`config.mk`:
```
export PLATFORM = sky130hd
export DESIGN_NAME = shifter_seq
export DESIGN_NICKNAME = d
export VERILOG_FILES = /design/src/rtl/shifter_pkg.sv /design/src/rtl/shift_step.sv /design/src/rtl/shifter_seq.sv
export SDC_FILE = /design/constraint.sdc
export NUM_CORES = 1
export LEC_CHECK = 0
export CAP_MARGIN = 25
export CORE_MARGIN = 2
export CORE_UTILIZATION = 46
export CTS_BUF_LIST = sky130_fd_sc_hd__clkbuf_8 sky130_fd_sc_hd__clkbuf_16
export CTS_CLUSTER_DIAMETER = 50
export DETAILED_ROUTE_END_ITERATION = 12
export PLACE_DENSITY = 0.76
export SLEW_MARGIN = 0
export SYNTH_ARGS = -nofsm -noshare
export SYNTH_HDL_FRONTEND = slang
export SYNTH_SLANG_ARGS = --single-unit
export TNS_END_PERCENT = 20
```
`constraint.sdc`:
```
create_clock -name clk_i -period 3.45 [get_ports clk_i]
set_input_delay 0.8625 -clock clk_i [delete_from_list [all_inputs] [get_ports clk_i]]
set_output_delay 0.8625 -clock clk_i [all_outputs]
set_load 0.05 [all_outputs]
```
`src/rtl/shifter_pkg.sv`:
```
// Shared types for the multi-cycle shift unit:
// operation encodings and controller states.
package shifter_pkg;

    typedef enum logic [1:0] {
        SHOP_SLL = 2'b00,
        SHOP_SRL = 2'b01,
        SHOP_SRA = 2'b10,
        SHOP_ROL = 2'b11
    } shop_e;

    typedef enum logic [1:0] {
        IDLE = 2'b00,
        RUN  = 2'b01,
        DONE = 2'b10
    } state_e;

endpackage

```
`src/rtl/shift_step.sv`:
```
// Single combinational shift step of up to STEP positions.
// Used once per RUN cycle by the sequencer.
module shift_step
    import shifter_pkg::*;
#(
    parameter int WIDTH = 32,
    parameter int STEP  = 1,
    localparam int SHW  = $clog2(WIDTH)
) (
    input  logic [WIDTH-1:0] acc_i,
    input  shop_e            op_i,
    input  logic [SHW-1:0]   k_i,
    output logic [WIDTH-1:0] acc_o
);

    localparam logic [SHW-1:0] KMAX = SHW'(STEP);

    logic [SHW-1:0] k;
    logic [SHW:0]   ramt;

    // Never move more than one step's worth, whatever the caller asks.
    assign k    = (k_i > KMAX) ? KMAX : k_i;
    assign ramt = (SHW+1)'(WIDTH) - {1'b0, k};

    always_comb begin
        acc_o = acc_i;
        unique case (op_i)
            SHOP_SLL: acc_o = acc_i << k;
            SHOP_SRL: acc_o = acc_i >> k;
            SHOP_SRA: acc_o = WIDTH'($signed(acc_i) >>> k);
            SHOP_ROL: acc_o = (acc_i << k) | (acc_i >> ramt);
            default:  acc_o = acc_i;
        endcase
    end

endmodule

```
`src/rtl/shifter_seq.sv`:
```
// Multi-cycle shifter: SLL/SRL/SRA/ROL by a run-time amount,
// STEP positions per cycle, start/busy/done handshake.
module shifter_seq
    import shifter_pkg::*;
#(
    parameter int WIDTH = 32,
    parameter int STEP  = 1,
    localparam int SHW  = $clog2(WIDTH)
) (
    input  logic             clk_i,
    input  logic             rst_i,
    input  logic             start_i,
    input  logic [1:0]       op_i,
    input  logic [WIDTH-1:0] data_i,
    input  logic [SHW-1:0]   shamt_i,
    output logic             busy_o,
    output logic             done_o,
    output logic [WIDTH-1:0] data_o
);

    localparam logic [SHW-1:0] STEP_W = SHW'(STEP);

    state_e           state_q, state_d;
    shop_e            op_q, op_d;
    logic [WIDTH-1:0] acc_q, acc_d, acc_step;
    logic [SHW-1:0]   rem_q, rem_d, rem_nxt, k;
    logic             accept;

    assign accept  = start_i && (state_q != RUN);
    assign k       = (rem_q < STEP_W) ? rem_q : STEP_W;
    assign rem_nxt = rem_q - k;

    shift_step #(
        .WIDTH(WIDTH),
        .STEP (STEP)
    ) u_step (
        .acc_i(acc_q),
        .op_i (op_q),
        .k_i  (k),
        .acc_o(acc_step)
    );

    always_ff @(posedge clk_i or posedge rst_i) begin
        if (rst_i) begin
            state_q <= IDLE;
        end else begin
            state_q <= state_d;
        end
    end

    always_comb begin
        state_d = state_q;
        unique case (state_q)
            IDLE, DONE: begin
                if (start_i) begin
                    state_d = (shamt_i == '0) ? DONE : RUN;
                end else begin
                    state_d = IDLE;
                end
            end
            RUN: begin
                if (rem_nxt == '0) begin
                    state_d = DONE;
                end
            end
            default: state_d = IDLE;
        endcase
    end

    always_comb begin
        busy_o = (state_q == RUN);
        done_o = (state_q == DONE);
    end

    always_comb begin
        acc_d = acc_q;
        rem_d = rem_q;
        op_d  = op_q;
        if (accept) begin
            acc_d = data_i;
            rem_d = shamt_i;
            op_d  = shop_e'(op_i);
        end else if (state_q == RUN) begin
            acc_d = acc_step;
            rem_d = rem_nxt;
        end
    end

    always_ff @(posedge clk_i or posedge rst_i) begin
        if (rst_i) begin
            acc_q <= '0;
            rem_q <= '0;
            op_q  <= SHOP_SLL;
        end else begin
            acc_q <= acc_d;
            rem_q <= rem_d;
            op_q  <= op_d;
        end
    end

    assign data_o = acc_q;

endmodule

```
Word-level counts from Yosys, hierarchy flattened --
Cells that the tools add are included.
Operators by class: add/subtract/negate cells 2, divide/modulo/power cells 0, shift operators 4, $lt $le $gt $ge 2, bitwise operators 1, multiply operators 0, muxes and demuxes 11, reductions and logical operators 7, eq/ne operators 7
Operators by type and width (count):
- $pmux 32 s4 | 1
- $mux 32 | 2
- $or 32x32->32 | 1
- $shl 32x5->32 | 1
- $shr 32x5->32 | 1
- $shr 32x6->32 | 1
- $sshr 32x5->32 | 1
- $mux 5 | 4
- $logic_not 5->1 | 2
- $eq 2x2->1 const B | 3
- $mux 2 | 3
- $sub 6x5->6 const A | 1
- $gt 5x1->1 const B | 1
- $lt 5x1->1 const B | 1
- $sub 5x5->5 | 1
- $eq 2x1->1 const B | 2
- $logic_not 2->1 | 2
- $ne 2x1->1 const B | 2
- $pmux 2 s2 | 1
- $reduce_bool 2->1 | 1
- $reduce_or 2->1 | 1
- $logic_and 1x1->1 | 1
Word-level totals: input bits 42, memories 0, logic and storage cells 38, bits in latches 0, output and inout bits 34, ROM bits 0, flip-flop bits (word level) 41, memory bits (writable) 0

Depth between registers and ports, before layout --
depth in word-level cells 10, depth in mapped cells 15, mapped depth without buffers 9

Hierarchy --
A second synthesis with hierarchy kept.
Second synthesis, totals: cell total of the unflattened synthesis 410, area, all modules 3285.7 um^2
Modules (own cells, without submodules):
- shifter_seq | area each 2005.7 um^2, cells each 192, times used 1, seq. area each 1026.0 um^2
- shift_step | area each 1280.0 um^2, cells each 218, times used 1, seq. area each 0.0 um^2

Worst setup path after synthesis --
Ideal clock, no wire load.
path kind reg-to-reg, start register rem_q[4], end register acc_q[0] (netlist: data_o[0]), period minus slack after synthesis 3.233 ns, slack 0.217 ns, stages on the path, launching flop included 15, required time 3.319 ns, data arrival time 3.101 ns, library setup time 0.131 ns, buffers on the path 6, path through dfrtp_1 -> or4_1 -> buf_2 -> or2_1 -> buf_6 -> clkinv_4 -> buf_12 -> buf_4 -> ha_1 -> clkbuf_1 -> clkbuf_1 -> clkinv_1 -> mux4_2 -> nor4_1 -> o41ai_1
On the way: cells in the longest elaborated chain, start to end 10, elaborated cells between the ends (all ways) 13, classes of those cells add/sub: 1; order compare: 2; shift: 4; mux: 5; bitwise: 1
RTL lines:
- start: declaration | RTL line shifter_seq.sv:26 | logic [SHW-1:0] rem_q, rem_d, rem_nxt, k;
- start signal: assignment | RTL line shifter_seq.sv:96 | rem_q <= rem_d;
- $lt 5x1->1 | RTL line shifter_seq.sv:30 | assign k = (rem_q < STEP_W) ? rem_q : STEP_W;
- $mux 5 (*) | RTL line shifter_seq.sv:30
- $gt 5x1->1 | RTL line shift_step.sv:22 | assign k = (k_i > KMAX) ? KMAX : k_i;
- $mux 5 (*) | RTL line shift_step.sv:22
- $sub 6x5->6 | RTL line shift_step.sv:23 | assign ramt = (SHW+1)'(WIDTH) - {1'b0, k};
- $shr 32x6->32 | RTL line shift_step.sv:31 | SHOP_ROL: acc_o = (acc_i << k) | (acc_i >> ramt);
- $or 32x32->32 | RTL line shift_step.sv:31
- $pmux 32 s4 (*) | RTL line shift_step.sv:27 | unique case (op_i)
- $mux 32 (*) | RTL line shifter_seq.sv:83 | end else if (state_q == RUN) begin
- $mux 32 (*) | RTL line shifter_seq.sv:79 | if (accept) begin
- end signal: assignment | RTL line shifter_seq.sv:91 | acc_q <= '0;
- end signal: assignment | RTL line shifter_seq.sv:95 | acc_q <= acc_d;
- end: declaration | RTL line shifter_seq.sv:25 | logic [WIDTH-1:0] acc_q, acc_d, acc_step;
Mark *: on every way between the ends. The rest lies on a longest branch, timed or not. The select of a mux whose other input is x is not followed. A chain may end at the register's enable or synchronous reset.

Final worst setup path --
Ends and elaborated chain as after synthesis.

==> run summary <==
The pin count of the biggest net entering global routing came out at 42. Worst reg-to-reg path cell count: 8. After the first detailed-routing iteration, the DRC count stood at 415. The logs give 47.04% for the initial core utilization and 0.4489 ns for the placement-stage worst setup slack.

The cell family contributing the most delay on the critical path is simple AND/OR/NAND/NOR gates. Measured against its own limit, the worst slew margin works out to 46.79%. The H-tree depth reported by CTS was 2.

The worst path in the final design needs a cycle of 3.066 ns, including I/O delays and setup. When the netlist entered floorplanning its net count stood at 423. Compared with the post-synthesis result, the final layout area differs by 29.65%. The tools report the CTS buffer count as 5. IR analysis of the VDD net gives a maximum drop of 0.7243 mV. Pin placement for this block handled 76 I/O pins. In this run, synthesis inferred 0 flip-flops with an integrated enable.

The critical path runs through a total of 8 cells. The tools report the sort of element at the start of the critical path as a flop. No sink is reached through more buffers than the 2 on the longest clock path. The clock network accounts for 8.1% of the total power.

The share of post-route cells with drive strength above 1 works out to 9.213%. The standard cell with the maximum stage delay on the critical path was or4_1. The congestion estimate from routability-driven global placement came to 0.9199.

The run finished with clean final reports. The number of max-capacitance violations reported is 0. Once the clock tree was built, the setup fixing pass inserted 0 buffers.

Count of instances resized after the clock tree is built: 0. The total count of hold-check failures in the final report is 0, and the post-synthesis cell area is 0.003161 mm^2. The number of stages on the worst hold path works out to 2.

The logs give 7.284 mm for the HPWL after detailed placement and 0 for the post-route DRC violation count. STA puts the critical path data arrival time at 3.23 ns. The floorplan step set the die width to 86.89 um. The detail-routed net length per standard cell came out at 20.11 um. The logs give 0 for the number of antenna violations at the first check in global routing and 2.308 mW for the internal power.

For the setup total negative slack, the log shows 0 ns. The worst-case clock skew was 0.01265 ns; the highest achievable clock rate was 0.3262 GHz. The critical path contains buffers and inverters numbering 2 combined.

Clock-pin slew was measured on the worst setup and hold paths at 0.09 ns. The signal on the critical path passes through or4_1 -> or2_1 -> clkinv_4 -> ha_1 -> clkinv_1 -> mux4_2 -> nor4_1 -> o41ai_1. CTS saw 41 sinks. The least setup slack across all paths after layout was 0.3840 ns; the critical-path maximum fanout was 9. The netlist uses 61 different library cells. Clock root buffer master: clkbuf_8. Summed over all nets, the switching power comes to 2.726 mW.

Summed over all layers, the routed wires come to 10.56 mm. The number of pins with negative max-slew slack in the final report came out at 0. TritonCTS built the clock tree. Dividing the final minimum period by the clock period gives 88.87%. The mean number of vias per cell is 6.550, and the sum of overflow across all layers after global routing is 0. 0 antenna diodes ended up in the layout. The Yosys step of the flow raised 0 warnings. For the worst setup path, the data required time is 3.61 ns. For the area of the core region, the log shows 0.006719 mm^2. After floorplanning, the core was divided into 30 placement rows.

The die covers 0.007550 mm^2. The worst setup path is captured at a flop. For the clock network latency to the later pin of the worst-skew pair, the log shows 0.30 ns.

Counting flops with an async set or reset pin after synthesis yields a share of 100.0%. For the wire length of the first global-routing pass, the log shows 16.75 mm. The pre-antenna-repair detailed-routing pass consisted of 5 iterations.

In this run the vertical extent of the chip is 86.89 um. Setup repair after global routing left no endpoint under its margin. Combinational logic burns 67.4% of the power. The sequential group share of total power was 24.5%. In this run switching power makes up 54.15% of total power.

Type of the worst setup path: reg -> reg. Setup violations remaining at the end of the flow were counted as 0. Number of buffers inserted by port buffering: 75.

The count of antenna-violating nets left after detailed routing is 0. The synthesized design contains 41 register bits. For the number of global-route vias before repair, the log shows 3,254.

The largest single stage delay on the critical path is 0.71 ns. The post-synthesis area per instance came out at 8.361 um^2. Summed over all cells, the static leakage comes to 1.676 nW. The routed via count is 3,439.

The most common flop cell mapped by yosys is dfrtp_1. Dividing total power by cell area gives a power density of 1228 mW/mm^2. Global routing used 28.45% of the available tracks.

Synthesis produced 378 cells. The tools report the final net count as 489. The worst hold path belongs to the class reg -> reg. The share of the Yosys chip area taken by registers is 32.46%. The transition time at the pin with the least slew margin is 0.7954 ns, and the hold buffer count at cts is 0.
## worst reg2reg max path, stage by stage, from the launching register on
cell	delay, ns
dfrtp_1	0.42
or4_1	0.71
or2_1	0.34
clkinv_4	0.06
ha_1	0.26
clkinv_1	0.20
mux4_2	0.36
nor4_1	0.44
o41ai_1	0.14
## per-layer routing
metal	track usage, %	vias up	share of wire [%]
met2	44.34	213	47
met5	0	-	0
met1	39.89	1660	42
li1	-	1545	-
met4	8.381	0	2.0
met3	6.066	21	9.1
## power groups by stage
stage | Clock (mW) | Sequential [mW] | Combinational [mW]
after detailed placement | 0 | 1.21 | 3.34
final | 0.410 | 1.23 | 3.39
after global placement | 0 | 1.21 | 3.29
after CTS | 0.415 | 1.21 | 3.36
after global routing | 0.429 | 1.26 | 3.62
after floorplan | 0 | 1.65 | 1.84
## sequential cells by signal, indices dropped and copies added, names as in the netlist
signal   flops
state_q      2
op_q         2
data_o      32
rem_q        5
## cell usage in the layout, fill, tap and decap left out, drive strengths merged, types with 5 or more instances in the layout
master | Yosys | layout
o21ai | 31 | 31
a211oi | 11 | 11
nand2 | 36 | 36
mux2i | 29 | 29
clkbuf | 22 | 6
buf | 10 | 17
nor2b | 5 | 5
nand2b | 5 | 5
mux2 | 7 | 7
nor3 | 9 | 9
nor2 | 44 | 44
a221o | 13 | 13
o22ai | 9 | 9
dfrtp | 41 | 41
inv | 8 | 9
a21oi | 31 | 31
clkdlybuf4s50 | 0 | 74
## path summary, 6_finish.rpt
kind / startpoint / slack, ns / end
max: rem_q[4] / 0.38 / data_o[0]
min: rem_q[4] / 0.58 / rem_q[4]
max reg2reg: rem_q[4] / 0.38 / data_o[0]
min reg2reg: rem_q[4] / 0.58 / rem_q[4]
max in group asynchronous: rst_i / 2.07 / data_o[18]
min in group asynchronous: rst_i / 0.99 / rem_q[3]
## cells in the mapped netlist, types with 2 or more instances
| cell type | instances | share of area, % |
|---|---|---|
| mux2i_1 | 29 | 9.2 |
| inv_1 | 8 | 0.95 |
| or3_1 | 4 | 0.79 |
| a21o_1 | 2 | 0.47 |
| nor4_1 | 3 | 0.59 |
| mux2_2 | 7 | 2.5 |
| buf_2 | 3 | 0.47 |
| nand2b_1 | 5 | 0.99 |
| ha_1 | 3 | 1.2 |
| a22oi_1 | 4 | 0.95 |
| clkbuf_1 | 22 | 2.6 |
| o22ai_1 | 9 | 1.8 |
| a31oi_1 | 2 | 0.40 |
| o21ai_0 | 31 | 4.9 |
| buf_4 | 2 | 0.47 |
| clkinv_1 | 2 | 0.24 |
| xnor2_1 | 2 | 0.55 |
| a311o_1 | 2 | 0.63 |
| buf_1 | 3 | 0.36 |
| nor2_1 | 44 | 5.2 |
| nor3_1 | 9 | 1.4 |
| nand2_1 | 36 | 4.3 |
| a21oi_1 | 31 | 4.9 |
| or4_1 | 4 | 0.95 |
| a31o_2 | 2 | 0.55 |
| nor2b_1 | 5 | 0.99 |
| a211oi_1 | 11 | 2.6 |
| a221oi_1 | 4 | 1.1 |
| mux4_2 | 4 | 2.9 |
| and3_1 | 2 | 0.40 |
| a221o_1 | 13 | 4.1 |
| dfrtp_1 | 41 | 32 |
## through the flow
stage / area (um^2) / util (%) / power, mW / hold WS [ns] / std cells
2_1_floorplan: 3161 / - / 3.487 / 0.5089 / 378
3_3_place_gp: 3981 / 59.26 / 4.497 / 0.5378 / 517
3_5_place_dp: 3981 / 59.26 / 4.556 / 0.5626 / 517
4_1_cts: 4098 / 60.99 / 4.980 / 0.5851 / 525
5_1_grt: 4098 / 60.99 / 5.312 / 0.6272 / 525
6_report: 4098 / 60.99 / 5.033 / 0.5788 / 525
## area by class of cell
class / count / area [um^2]
Inverter: 11 / 46.29
Sequential cell: 41 / 1026
Clock inverter: 2 / 33.78
Tap cell: 80 / 100.1
Timing Repair Buffer: 91 / 868.3
Clock buffer: 6 / 82.58
Multi-Input combinational cell: 294 / 1941
Fill cell: 575 / 2621
## logic make-up after synthesis
kind of cell    share of synthesized area, %
mux                                    14.53
other cells                           0.1187
flops                                  32.46
fa+ha+maj                              1.188
buf+inv                                6.374
xor+xnor                              0.8315
compound gates                         27.55
simple gates                           16.94
Note: power is estimated with default switching activity, not from simulation.
